File: config.mk
export PLATFORM = sky130hd
export DESIGN_NAME = square_wave_meter_flat
export DESIGN_NICKNAME = d
export VERILOG_FILES = /design/src/rtl/square_wave_meter_if.sv /design/src/rtl/square_wave_meter.sv /design/src/flat_wrapper.sv
export SDC_FILE = /design/constraint.sdc
export NUM_CORES = 1
export LEC_CHECK = 0
export ABC_AREA = 1
export BUFFER_PORTS_ARGS = -buffer_cell sky130_fd_sc_hd__buf_2
export CAP_MARGIN = 20
export CORE_MARGIN = 2
export CORE_UTILIZATION = 30
export DETAILED_ROUTE_END_ITERATION = 12
export GPL_TIMING_DRIVEN = 0
export PLACE_DENSITY = 0.59
export SYNTH_ARGS = -nofsm -noshare
export SYNTH_HDL_FRONTEND = slang
export SYNTH_SLANG_ARGS = --single-unit
File: constraint.sdc
create_clock -name clk -period 1.8 [get_ports clk]
set_input_delay 0.09 -clock clk [delete_from_list [all_inputs] [get_ports clk]]
set_output_delay 0.09 -clock clk [all_outputs]
set_load 0.02 [all_outputs]
File: src/rtl/square_wave_meter_if.sv
`default_nettype none
// ============================================================================
//  Module      : square_wave_meter_if
//  Description : Measurement bus for square_wave_meter. The master side
//                supplies the enable, the waveform samples and the slice
//                threshold. The slave side (the meter) returns the measured
//                period, the high time, the prescaler estimate and the
//                valid, locked and timeout status flags.
//  Signals     : ena            measure enable
//                data_in        waveform sample [WIDTH]
//                threshold      slice level [WIDTH]
//                period         cycles between the last two rising edges [CNT_W]
//                high_time      cycles from a rising edge to the next falling edge [CNT_W]
//                prescaler_est  equivalent generator prescaler [16]
//                valid          1-cycle pulse when new results are published
//                locked         measurement lock flag
//                timeout        1-cycle loss-of-signal pulse
//  Revision    : 1.0 - initial release
// ============================================================================
interface square_wave_meter_if #(
  parameter int WIDTH = 16,
  parameter int CNT_W = 24
);
  logic             ena;
  logic [WIDTH-1:0] data_in;
  logic [WIDTH-1:0] threshold;
  logic [CNT_W-1:0] period;
  logic [CNT_W-1:0] high_time;
  logic [15:0]      prescaler_est;
  logic             valid;
  logic             locked;
  logic             timeout;

  modport master (
    output ena, data_in, threshold,
    input  period, high_time, prescaler_est, valid, locked, timeout
  );

  modport slave (
    input  ena, data_in, threshold,
    output period, high_time, prescaler_est, valid, locked, timeout
  );
endinterface
`default_nettype wire

File: src/rtl/square_wave_meter.sv
`default_nettype none
// ============================================================================
//  Module      : square_wave_meter
//  Description : Receive-side companion to the square-wave generator. It
//                slices a sampled waveform against a threshold, then measures
//                the period and the high time in clk cycles. It also reports
//                the equivalent generator prescaler, a lock flag and a
//                loss-of-signal timeout.
//  Ports       : clk    system clock, all logic on the rising edge
//                rst_n  synchronous reset, active low
//                bus    square_wave_meter_if.slave
//                       ena, data_in and threshold are inputs.
//                       period, high_time, prescaler_est, valid, locked and
//                       timeout are outputs.
//  Revision    : 1.0 - initial release
// ============================================================================
module square_wave_meter #(
  parameter int          WIDTH   = 16,
  parameter int          CNT_W   = 24,
  parameter int unsigned TIMEOUT = 32'h000F_FFFF
) (
  input  wire logic            clk,
  input  wire logic            rst_n,
  square_wave_meter_if.slave   bus
);

  localparam logic [1:0] c_IDLE    = 2'd0;
  localparam logic [1:0] c_ARM     = 2'd1;
  localparam logic [1:0] c_SYNC    = 2'd2;
  localparam logic [1:0] c_MEASURE = 2'd3;

  logic [1:0]       r_state;
  logic [CNT_W-1:0] r_cnt;
  logic             r_lvl_q;
  logic [CNT_W-1:0] r_period;
  logic [CNT_W-1:0] r_high_time;
  logic [15:0]      r_prescaler_est;
  logic             r_valid;
  logic             r_locked;
  logic             r_timeout;

  logic [WIDTH-1:0] w_sample;
  logic [WIDTH-1:0] w_thr;
  logic             w_level;
  logic             w_rise;
  logic             w_fall;
  logic             w_to_hit;
  logic [CNT_W-1:0] w_half_m1;
  logic [15:0]      w_est;

  assign w_sample = bus.data_in;
  assign w_thr    = bus.threshold;
  assign w_level  = (w_sample >= w_thr);
  assign w_rise   = !r_lvl_q &&  w_level;
  assign w_fall   =  r_lvl_q && !w_level;
  assign w_to_hit = (r_cnt == CNT_W'(TIMEOUT));

  // The count at a rising edge is the new period. A generator that toggles
  // every N+1 samples gives period 2(N+1), so N = (period>>1)-1.
  assign w_half_m1 = (r_cnt >> 1) - CNT_W'(1);

  always_comb begin
    w_est = 16'd0;
    if (r_cnt < CNT_W'(2)) begin
      w_est = 16'd0;
    end else if (w_half_m1 > CNT_W'(16'hFFFF)) begin
      w_est = 16'hFFFF;
    end else begin
      w_est = w_half_m1[15:0];
    end
  end

  always_ff @(posedge clk) begin
    if (!rst_n) begin
      r_state         <= c_IDLE;
      r_cnt           <= '0;
      r_lvl_q         <= 1'b0;
      r_period        <= '0;
      r_high_time     <= '0;
      r_prescaler_est <= 16'd0;
      r_valid         <= 1'b0;
      r_locked        <= 1'b0;
      r_timeout       <= 1'b0;
    end else begin
      r_valid   <= 1'b0;
      r_timeout <= 1'b0;
      if (!bus.ena) begin
        // Measured values are held so that the last reading stays visible.
        r_state  <= c_IDLE;
        r_cnt    <= '0;
        r_locked <= 1'b0;
      end else begin
        case (r_state)
          c_IDLE: begin
            r_cnt   <= '0;
            r_state <= c_ARM;
          end
          c_ARM: begin
            // Prime the level history so the first enabled sample cannot
            // appear as an edge.
            r_lvl_q <= w_level;
            r_cnt   <= '0;
            r_state <= c_SYNC;
          end
          c_SYNC: begin
            r_lvl_q <= w_level;
            if (w_rise) begin
              r_cnt   <= CNT_W'(1);
              r_state <= c_MEASURE;
            end else if (w_to_hit) begin
              r_timeout <= 1'b1;
              r_locked  <= 1'b0;
              r_cnt     <= '0;
            end else begin
              r_cnt <= r_cnt + CNT_W'(1);
            end
          end
          c_MEASURE: begin
            r_lvl_q <= w_level;
            if (w_fall) begin
              r_high_time <= r_cnt;
            end
            // A rise in the same cycle as the timeout count takes priority.
            if (w_rise) begin
              r_period        <= r_cnt;
              r_prescaler_est <= w_est;
              r_cnt           <= CNT_W'(1);
              r_valid         <= 1'b1;
              r_locked        <= 1'b1;
            end else if (w_to_hit) begin
              r_timeout <= 1'b1;
              r_locked  <= 1'b0;
              r_cnt     <= '0;
              r_state   <= c_SYNC;
            end else begin
              r_cnt <= r_cnt + CNT_W'(1);
            end
          end
          default: begin
            r_state <= c_IDLE;
            r_cnt   <= '0;
          end
        endcase
      end
    end
  end

  assign bus.period        = r_period;
  assign bus.high_time     = r_high_time;
  assign bus.prescaler_est = r_prescaler_est;
  assign bus.valid         = r_valid;
  assign bus.locked        = r_locked;
  assign bus.timeout       = r_timeout;

endmodule
`default_nettype wire

File: src/flat_wrapper.sv
// flat-port wrapper written by rule: the top's interface ports become plain ports
module square_wave_meter_flat 
#(
  parameter int          WIDTH   = 16,
  parameter int          CNT_W   = 24,
  parameter int unsigned TIMEOUT = 32'h000F_FFFF
)
  (clk, rst_n, bus_ena, bus_data_in, bus_threshold, bus_period, bus_high_time, bus_prescaler_est, bus_valid, bus_locked, bus_timeout);
  square_wave_meter_if #(.WIDTH(WIDTH), .CNT_W(CNT_W)) bus_i ();
  input  wire logic clk;
  input  wire logic rst_n;
  input wire logic [$bits(bus_i.ena)-1:0] bus_ena;
  input wire logic [$bits(bus_i.data_in)-1:0] bus_data_in;
  input wire logic [$bits(bus_i.threshold)-1:0] bus_threshold;
  output wire logic [$bits(bus_i.period)-1:0] bus_period;
  output wire logic [$bits(bus_i.high_time)-1:0] bus_high_time;
  output wire logic [$bits(bus_i.prescaler_est)-1:0] bus_prescaler_est;
  output wire logic [$bits(bus_i.valid)-1:0] bus_valid;
  output wire logic [$bits(bus_i.locked)-1:0] bus_locked;
  output wire logic [$bits(bus_i.timeout)-1:0] bus_timeout;
  assign bus_i.ena = bus_ena;
  assign bus_i.data_in = bus_data_in;
  assign bus_i.threshold = bus_threshold;
  assign bus_period = bus_i.period;
  assign bus_high_time = bus_i.high_time;
  assign bus_prescaler_est = bus_i.prescaler_est;
  assign bus_valid = bus_i.valid;
  assign bus_locked = bus_i.locked;
  assign bus_timeout = bus_i.timeout;
  square_wave_meter #(.WIDTH(WIDTH), .CNT_W(CNT_W), .TIMEOUT(TIMEOUT)) u_core (.clk(clk), .rst_n(rst_n), .bus(bus_i));
endmodule
# After elaboration in Yosys (flattened, before gate mapping)
# Index checks and enable logic that the tools add are counted.
op_classes:
  n_lt_le_gt_ge: 3
  reduce_logical: 17
  bitwise: 3
  eq_ne: 8
  mux: 15
  addsub: 2
op_table:
  columns: ["cell", "count"]
  rows:
  - ["24-bit 2-to-1 mux", 2]
  - ["24-bit case mux with 2 select lines", 1]
  - ["16-bit 2-to-1 mux", 2]
  - ["24-bit by 1-bit adder with 24-bit output (second input constant)", 1]
  - ["24-bit by 20-bit equality test with 1-bit output (second input constant)", 1]
  - ["24-bit by 16-bit greater-than comparator with 1-bit output (second input constant)", 1]
  - ["24-bit by 2-bit less-than comparator with 1-bit output (second input constant)", 1]
  - ["23-bit by 1-bit subtractor with 24-bit output (second input constant)", 1]
  - ["16-bit >= comparator", 1]
  - ["3-bit AND reduction", 4]
  - ["2-bit case mux with 4 select lines", 1]
  - ["2-bit 2-to-1 mux", 3]
  - ["2-bit AND reduction", 3]
  - ["1-bit 2-to-1 mux", 5]
  - ["2-bit equality test (second input constant)", 2]
  - ["2-bit by 1-bit != test with 1-bit output (second input constant)", 2]
  - ["2-bit != test (second input constant)", 2]
  - ["2-bit OR reduction", 2]
  - ["4-bit OR reduction", 1]
  - ["1-bit NOT", 3]
  - ["3-bit OR reduction", 1]
  - ["2-bit by 1-bit equality test with 1-bit output (second input constant)", 1]
  - ["1-bit logical AND", 2]
  - ["1-bit logical NOT", 2]
  - ["other kinds (3)", 3]
word_totals:
  wordCells: 57
  output_inout_bits: 67
  in_bits: 35
  regBits: 94

# Logic depth before layout (Yosys ltp)
# Gate-level depths: netlist of the first run.
logic_depth:
  ltp_word: 4
  ltp_mapped: 16
  depth_no_buf: 16

# Least setup slack after synthesis of the first run
# No wires, ideal clock.
synth_path:
  path_type: "reg2reg"
  startpoint: "register u_core.r_cnt[1]"
  endpoint: "register u_core.r_prescaler_est[11] (netlist: u_core.bus.prescaler_est[11])"
  synth_period_minus_slack_ns: 1.775
  setup_ns: 0.132
  stages_incl_launch_ff: 13
  required_time_ns: 1.668
  arrival_time_ns: 1.642
  path_buffers: 1
  slack_ns: 0.025
  cell_sequence: "dfxtp_1 > inv_1 > ha_1 > nand2_1 > nor2_1 > nand3_1 > nand2_1 > nand3_1 > nor2_4 > buf_6 > nand3_1 > nand2_1 > a21oi_1"
synth_via:
  elab_chain_len: 4
  word_cells_on_any_way: 5
  classes_between: "add/sub (1); order compare (2); mux (2)"
synth_rtl:
  columns: ["element", "line", "rtl"]
  rows:
  - ["start: declaration", "square_wave_meter.sv:33", "logic [CNT_W-1:0] r_cnt;"]
  - ["start signal: assignment", "square_wave_meter.sv:115", "r_cnt <= r_cnt + CNT_W'(1);"]
  - ["start signal: assignment", "square_wave_meter.sv:136", "r_cnt <= r_cnt + CNT_W'(1);"]
  - ["23-bit by 1-bit subtractor with 24-bit output", "square_wave_meter.sv:60", "assign w_half_m1 = (r_cnt >> 1) - CNT_W'(1);"]
  - ["24-bit by 16-bit greater-than comparator with 1-bit output", "square_wave_meter.sv:66", "end else if (w_half_m1 > CNT_W'(16'hFFFF)) begin"]
  - ["16-bit 2-to-1 mux", "square_wave_meter.sv:66", null]
  - ["16-bit 2-to-1 mux (*)", "square_wave_meter.sv:64", "if (r_cnt < CNT_W'(2)) begin"]
  - ["end signal: assignment", "square_wave_meter.sv:126", "r_prescaler_est <= w_est;"]
  - ["end: declaration", "square_wave_meter.sv:37", "logic [15:0] r_prescaler_est;"]
# Mark *: on every way between the ends. The rest lies on a longest branch, timed or not.
# A chain may end at the register's enable or synchronous reset.

# Final worst setup path of the first run
# Ends and elaborated chain as after synthesis.

==> results of run 1 <==
[worst max-delay path by stage]
| stage | start | end | slack (ps) | cells after the start |
|---|---|---|---|---|
| CTS | u_core.r_cnt[1] | u_core.r_cnt[0] | -30 | 9 |
| floorplan | u_core.r_cnt[1] | u_core.bus.prescaler_est[11] | 30 | 12 |
| finish | u_core.r_cnt[1] | u_core.bus.prescaler_est[11] | -50 | 12 |
| detailed placement | u_core.r_cnt[1] | u_core.r_cnt[22] | -560 | 9 |
| global route | u_core.r_cnt[7] | u_core.bus.prescaler_est[11] | -120 | 12 |
| global placement | u_core.r_cnt[1] | u_core.r_cnt[22] | -580 | 9 |
[registers in the layout, summed over array words and instances, names as in the netlist]
signal,cells
u_core.bus.locked,1
u_core.r_lvl_q,1
u_core.bus.timeout,1
u_core.bus.valid,1
u_core.bus.high_time,24
u_core.bus.period,24
u_core.bus.prescaler_est,16
u_core.r_state,2
u_core.r_cnt,24
[synth_stat cells, drive strengths merged]
master / instances
nor3b: 4
inv: 108
and3: 2
o31ai: 1
xnor2: 4
nand3b: 1
o21ai: 53
or2: 1
buf: 19
a21oi: 77
nor4: 3
dfxtp: 94
nand3: 37
nand4: 11
o21bai: 2
nand2: 125
xor2: 20
ha: 20
o21a: 1
nor3: 13
nor2: 73
clkbuf: 17
[routing by layer]
layer	share of wire	vias up	GRT usage	wire [um]
li1	-	2478	-	-
met1	0.44	2174	0.199	6280
met2	0.48	117	0.269	6780
met3	0.058	19	0.0387	826
met4	0.018	0	0.0569	253
met5	0	-	0	0
[kinds of logic after synthesis]
logic type / count (synthesis) / synth area share
adders and majority gates: 20 / 0.0517
buffers and inverters: 144 / 0.122
and+or+nand+nor: 270 / 0.253
DFF: 94 / 0.389
xor gates and xnor gates: 24 / 0.0435
AOI/OAI and AO/OA: 134 / 0.141
[critical path, stage by stage (launching register included)]
cell	delay (ps)
dfxtp_4	370
inv_6	80
ha_4	180
nand3_4	100
nor2_4	160
nand4_1	100
nand2_1	80
nand2_2	60
nor2_4	180
buf_6	160
nand3_1	80
nand2_1	80
a21oi_1	60
[report_power, final]
part	internal, uW	switching, uW
clock	1090	852
combinational	85.9	120
sequential	2070	5.36
[layout make-up]
type,instances,area (um2),share of cell area
clock inverters,5,63.8,0.00946
clock buffers,11,233,0.0345
inverters,108,418,0.0620
plain buffers,31,211,0.0313
repair buffers,143,845,0.125
well taps,216,270,0.0401
multi-input cells,448,2780,0.413
flip-flops and latches,94,1920,0.285
[timing repair]
item | CTS | global route
setup endpoints to repair | 43 | 86
pin swaps | 20 | 32
cloned | 1 | 1
gates resized for setup | 74 | 93
setup buffers | 20 | 20
[per-stage QoR]
step	setup TNS, ps	cell area, um2	utilization	setup WS, ps	power, uW
after floorplan	0	4840	-	25.3	2260
after global placement	-31280	5610	0.355	-582	2340
after detailed placement	-31770	5610	0.355	-559	2340
after CTS	-48.7	6300	0.398	-28.4	4280
after global routing	-2350	6750	0.426	-121	4390
final	-269	6750	0.426	-45.5	4230
==> reports/metrics.yaml, run 1 <==
status: "finished, violations left"
violations: "setup timing"
worst_ir_drop_vdd_mv: 0.453
grt_overflow_total: 0
worstReg2RegEnd: "u_core.bus.prescaler_est[11]"
drtIter0Drc: 328
ctsRootBufferMaster: "clkbuf_16"
drt_pass1_iterations: 4
setup_viol: 12
cts_made_buffers: 9
antenna_found_initial: 0
tightest_slew_ps: 639
placed_cells: 1003
gp_congestion: 0.889
clock_path_buffers: 2
hold_path.startpoint: "bus_ena"
wl_per_cell_um: 13.4
grt_pass1_wl_um: 21300
hold_depth: 3
avgViaCountPerCell: 4.53
die_w_um: 131
core-area_mm2: 0.0158
period_share: 1.03
hold-worst-slack_ps: 27.2
worstReg2RegStart: "u_core.r_cnt[1]"
powerDensity_mw_per_mm2: 627
min_to: "u_core.r_state[0]"
drc: 0
synth_cells: 686
setup.worst_path.start_class: "register"
nets: 890
cp.arrival_ps: 2070
netlist_area_mm2: 0.00484
ios: 102
final_cell_mix: "buf_2 (104), nand2_1 (103), inv_1 (102)"
synth_warnings: 0
final-max-slew-violation-count: 0
synthesis.nets: 741
netlist.area_leader.share: 0.389
final-instance-count-excl-fill: 1056
ys_seq_area_frac: 0.389
hold_buffers: 0
hp-class: "input pin to register"
crit_type: "register to register"
layout_commonest_cell: "buf_2"
grt_max_degree: 17
initial_core_util: 0.306
die_area_mm2: 0.0172
fp-row-count: 46
vias: 4788
antenna_left: 0
area_growth_syn_to_layout_pct: 39.5
drive_above_1_share: 0.349
slew_headroom: 0.574
clock_latency_ps: 360
die_y_um: 131
rrSetupSlack_ps: -50
antenna_cells: 0
numPortBuffers: 101
cts_num_sinks: 94
hpwl_um: 9960
grt_pass1_vias: 4330
rsz0062_at_grt: "true"
synth_cell_type_count: 31
grt_use_total: 0.160
critPathRequiredTime_ps: 2030
synth_top_area_cell: "dfxtp_1"
cap_violations: 0
p_leak_uw: 0.00309
path_max_fanout: 5
ys_ff_latch: 94
fill_cells: 1629
period_needed_ps: 1850
r2r_cells: 12
skew_ps: 8.79
worst_slack_ps: -45.5
htreeDepth: 3
ys_top_cells_by_area: "dfxtp_1 (39%), nand2_1 (9.6%), inv_1 (8.2%)"
hold_viol_final: 0
clk_pin_slew_worst_paths_ps: 60
crit_path_end_kind: "register"
cts_tree: "yes"
synth_area_per_cell_um2: 7.05
routed_wl_um: 14100
fmax_mhz: 542
(Power assumes the default switching activity.)
==> run 2, diff against run 1 <==
--- a/config.mk
+++ b/config.mk
@@ -12,7 +12,7 @@
 export CORE_UTILIZATION = 30
 export DETAILED_ROUTE_END_ITERATION = 12
 export GPL_TIMING_DRIVEN = 0
-export PLACE_DENSITY = 0.59
+export PLACE_DENSITY = 0.48
 export SYNTH_ARGS = -nofsm -noshare
 export SYNTH_HDL_FRONTEND = slang
 export SYNTH_SLANG_ARGS = --single-unit
==> constraint.sdc (replaced) <==
create_clock -name clk -period 1.6 [get_ports clk]
set_input_delay 0.08 -clock clk [delete_from_list [all_inputs] [get_ports clk]]
set_output_delay 0.08 -clock clk [all_outputs]
set_load 0.02 [all_outputs]
==> reports/metrics.yaml, run 2 (synthesis results as in run 1) <==
placed_cells: 1003  # unchanged
crit_path_end_kind: "register"
grt_pass1_wl_um: 23500  # +10%
worst_ir_drop_vdd_mv: 0.467  # +3.1%
path_max_fanout: 6  # +1
wl_per_cell_um: 14.5  # +8.1%
rrSetupSlack_ps: -250  # -210 ps
critPathRequiredTime_ps: 1820  # -210 ps
antenna_left: 0  # unchanged
hold_viol_final: 0  # unchanged
avgViaCountPerCell: 4.61  # +1.7%
drt_pass1_iterations: 4  # unchanged
skew_ps: 9.10  # +0.319 ps
numPortBuffers: 101  # unchanged
area_growth_syn_to_layout_pct: 46.8
crit_type: "register to register"
setup_viol: 43  # +31
clock_path_buffers: 2  # unchanged
hp-class: "input pin to register"
antenna_found_initial: 0  # unchanged
status: "finished, violations left"
hpwl_um: 11000  # +10%
routed_wl_um: 15400  # +8.8%
drtIter0Drc: 220  # -33%
period_needed_ps: 1850  # +8.72 ps
tightest_slew_ps: 639  # +0.0921 ps
die_area_mm2: 0.0172  # unchanged
slew_headroom: 0.574  # about the same
grt_pass1_vias: 4727  # +9.2%
grt_overflow_total: 0  # unchanged
p_leak_uw: 0.00321  # +3.7%
setup.worst_path.start_class: "register"
worst_slack_ps: -254  # -209 ps
rsz0062_at_grt: "true"
core-area_mm2: 0.0158  # unchanged
ios: 102  # unchanged
power.total_uw: 4890  # +16%
postLayoutCoreUtil: 0.448  # +0.0222
final-instance-count-excl-fill: 1063  # +0.66%
nets: 897  # +0.79%
antenna_cells: 0  # unchanged
cts_made_buffers: 9  # unchanged
die_w_um: 131  # unchanged
initial_core_util: 0.306  # unchanged
violations: "setup timing"
powerDensity_mw_per_mm2: 689  # +9.9%
grt_max_degree: 17  # unchanged
htreeDepth: 3  # unchanged
cap_violations: 0  # unchanged
gp_congestion: 0.822  # -7.5%
layout_commonest_cell: "nand2_1"
clock_latency_ps: 350  # about the same
drc: 0  # unchanged
cts_num_sinks: 94  # unchanged
cts_tree: "yes"
final-max-slew-violation-count: 0  # unchanged
drive_above_1_share: 0.411  # +0.0621
ctsRootBufferMaster: "clkbuf_16"
pre_cts_slack_ps: -561  # -1.82 ps
cp.arrival_ps: 2070  # about the same
fp-row-count: 46  # unchanged
fmax_mhz: 539  # -0.47%
die_y_um: 131  # unchanged
period_share: 1.16  # +0.134
vias: 4903  # +2.4%
grt_use_total: 0.177  # +0.0171
clk_pin_slew_worst_paths_ps: 70  # about the same
final_cell_mix: "nand2_1 (108), buf_2 (104), inv_1 (100)"
-- run 2: cell types whose count changed in the layout (fill, tap and decap cells not counted), sizes merged --
cell         delta
buf            +14
clkbuf          -8
clkinv          +1
clkinvlp        +1
dlygate4sd3     +1
inv             -2
-- run 2: final cells by class --
cell class / count / area [um2]
timing repair buffer: 152 / 962
inverter: 108 / 418
multi-input combinational: 448 / 2950
tap: 216 / 270
sequential: 94 / 1930
clock buffer: 11 / 253
clock inverter: 5 / 62.6
fill: 1619 / 8730
buffer: 29 / 258
-- run 2: power breakdown --
group	internal [uW]	switching (uW)	leakage, uW
Clock	1310	960	0.000149
Sequential	2330	5.76	0.000770
Combinational	122	162	0.00229
Total	3760	1130	0.00321
-- run 2: repair_timing --
item / in CTS / in global routing
hold buffers: 1 / 0
gates resized for setup: 69 / 179
setup buffers: 28 / 17
setup endpoints to repair: 88 / 92
cloned: 2 / 3
pin swaps: 22 / 38
hold endpoints to repair: 1 / 0
-- run 2: through the flow --
| step | instance area, um2 | hold WS, ps | TNS, ps |
|---|---|---|---|
| detailed placement | 5730 | 368 | -43600 |
| global route | 7100 | 225 | -12940 |
| finish | 7100 | 175 | -9380 |
| floorplan | 4950 | 221 | -326 |
| CTS | 6480 | 172 | -8070 |
| global placement | 5730 | 364 | -41620 |
-- run 2: path summary, 6_finish.rpt --
path,startpoint,end,cells past startpoint
max,u_core.r_cnt[2],u_core.bus.prescaler_est[8],12
min,rst_n,u_core.bus.locked,5
max reg2reg,u_core.r_cnt[2],u_core.bus.prescaler_est[8],12
min reg2reg,u_core.bus.period[13],u_core.bus.period[13],2
-- run 2: layer usage --
metal | global-route usage | vias up | wire length, um | part of all wire
li1 | - | 2496 | - | -
met1 | 0.224 | 2296 | 7020 | 0.46
met2 | 0.308 | 101 | 7590 | 0.49
met3 | 0.0350 | 10 | 637 | 0.041
met4 | 0.0444 | 0 | 140 | 0.0091
met5 | 0 | - | 0 | 0
-- run 2: critical path, cell delays in order, from the launching register on --
cell,delay (ps)
dfxtp_4,380
inv_4,70
ha_4,150
nand3_4,100
nor2_4,190
nand3_2,80
nand2_2,90
nand2_2,70
nor2_4,210
buf_6,160
nand3_1,80
nand2_1,80
a21oi_2,50
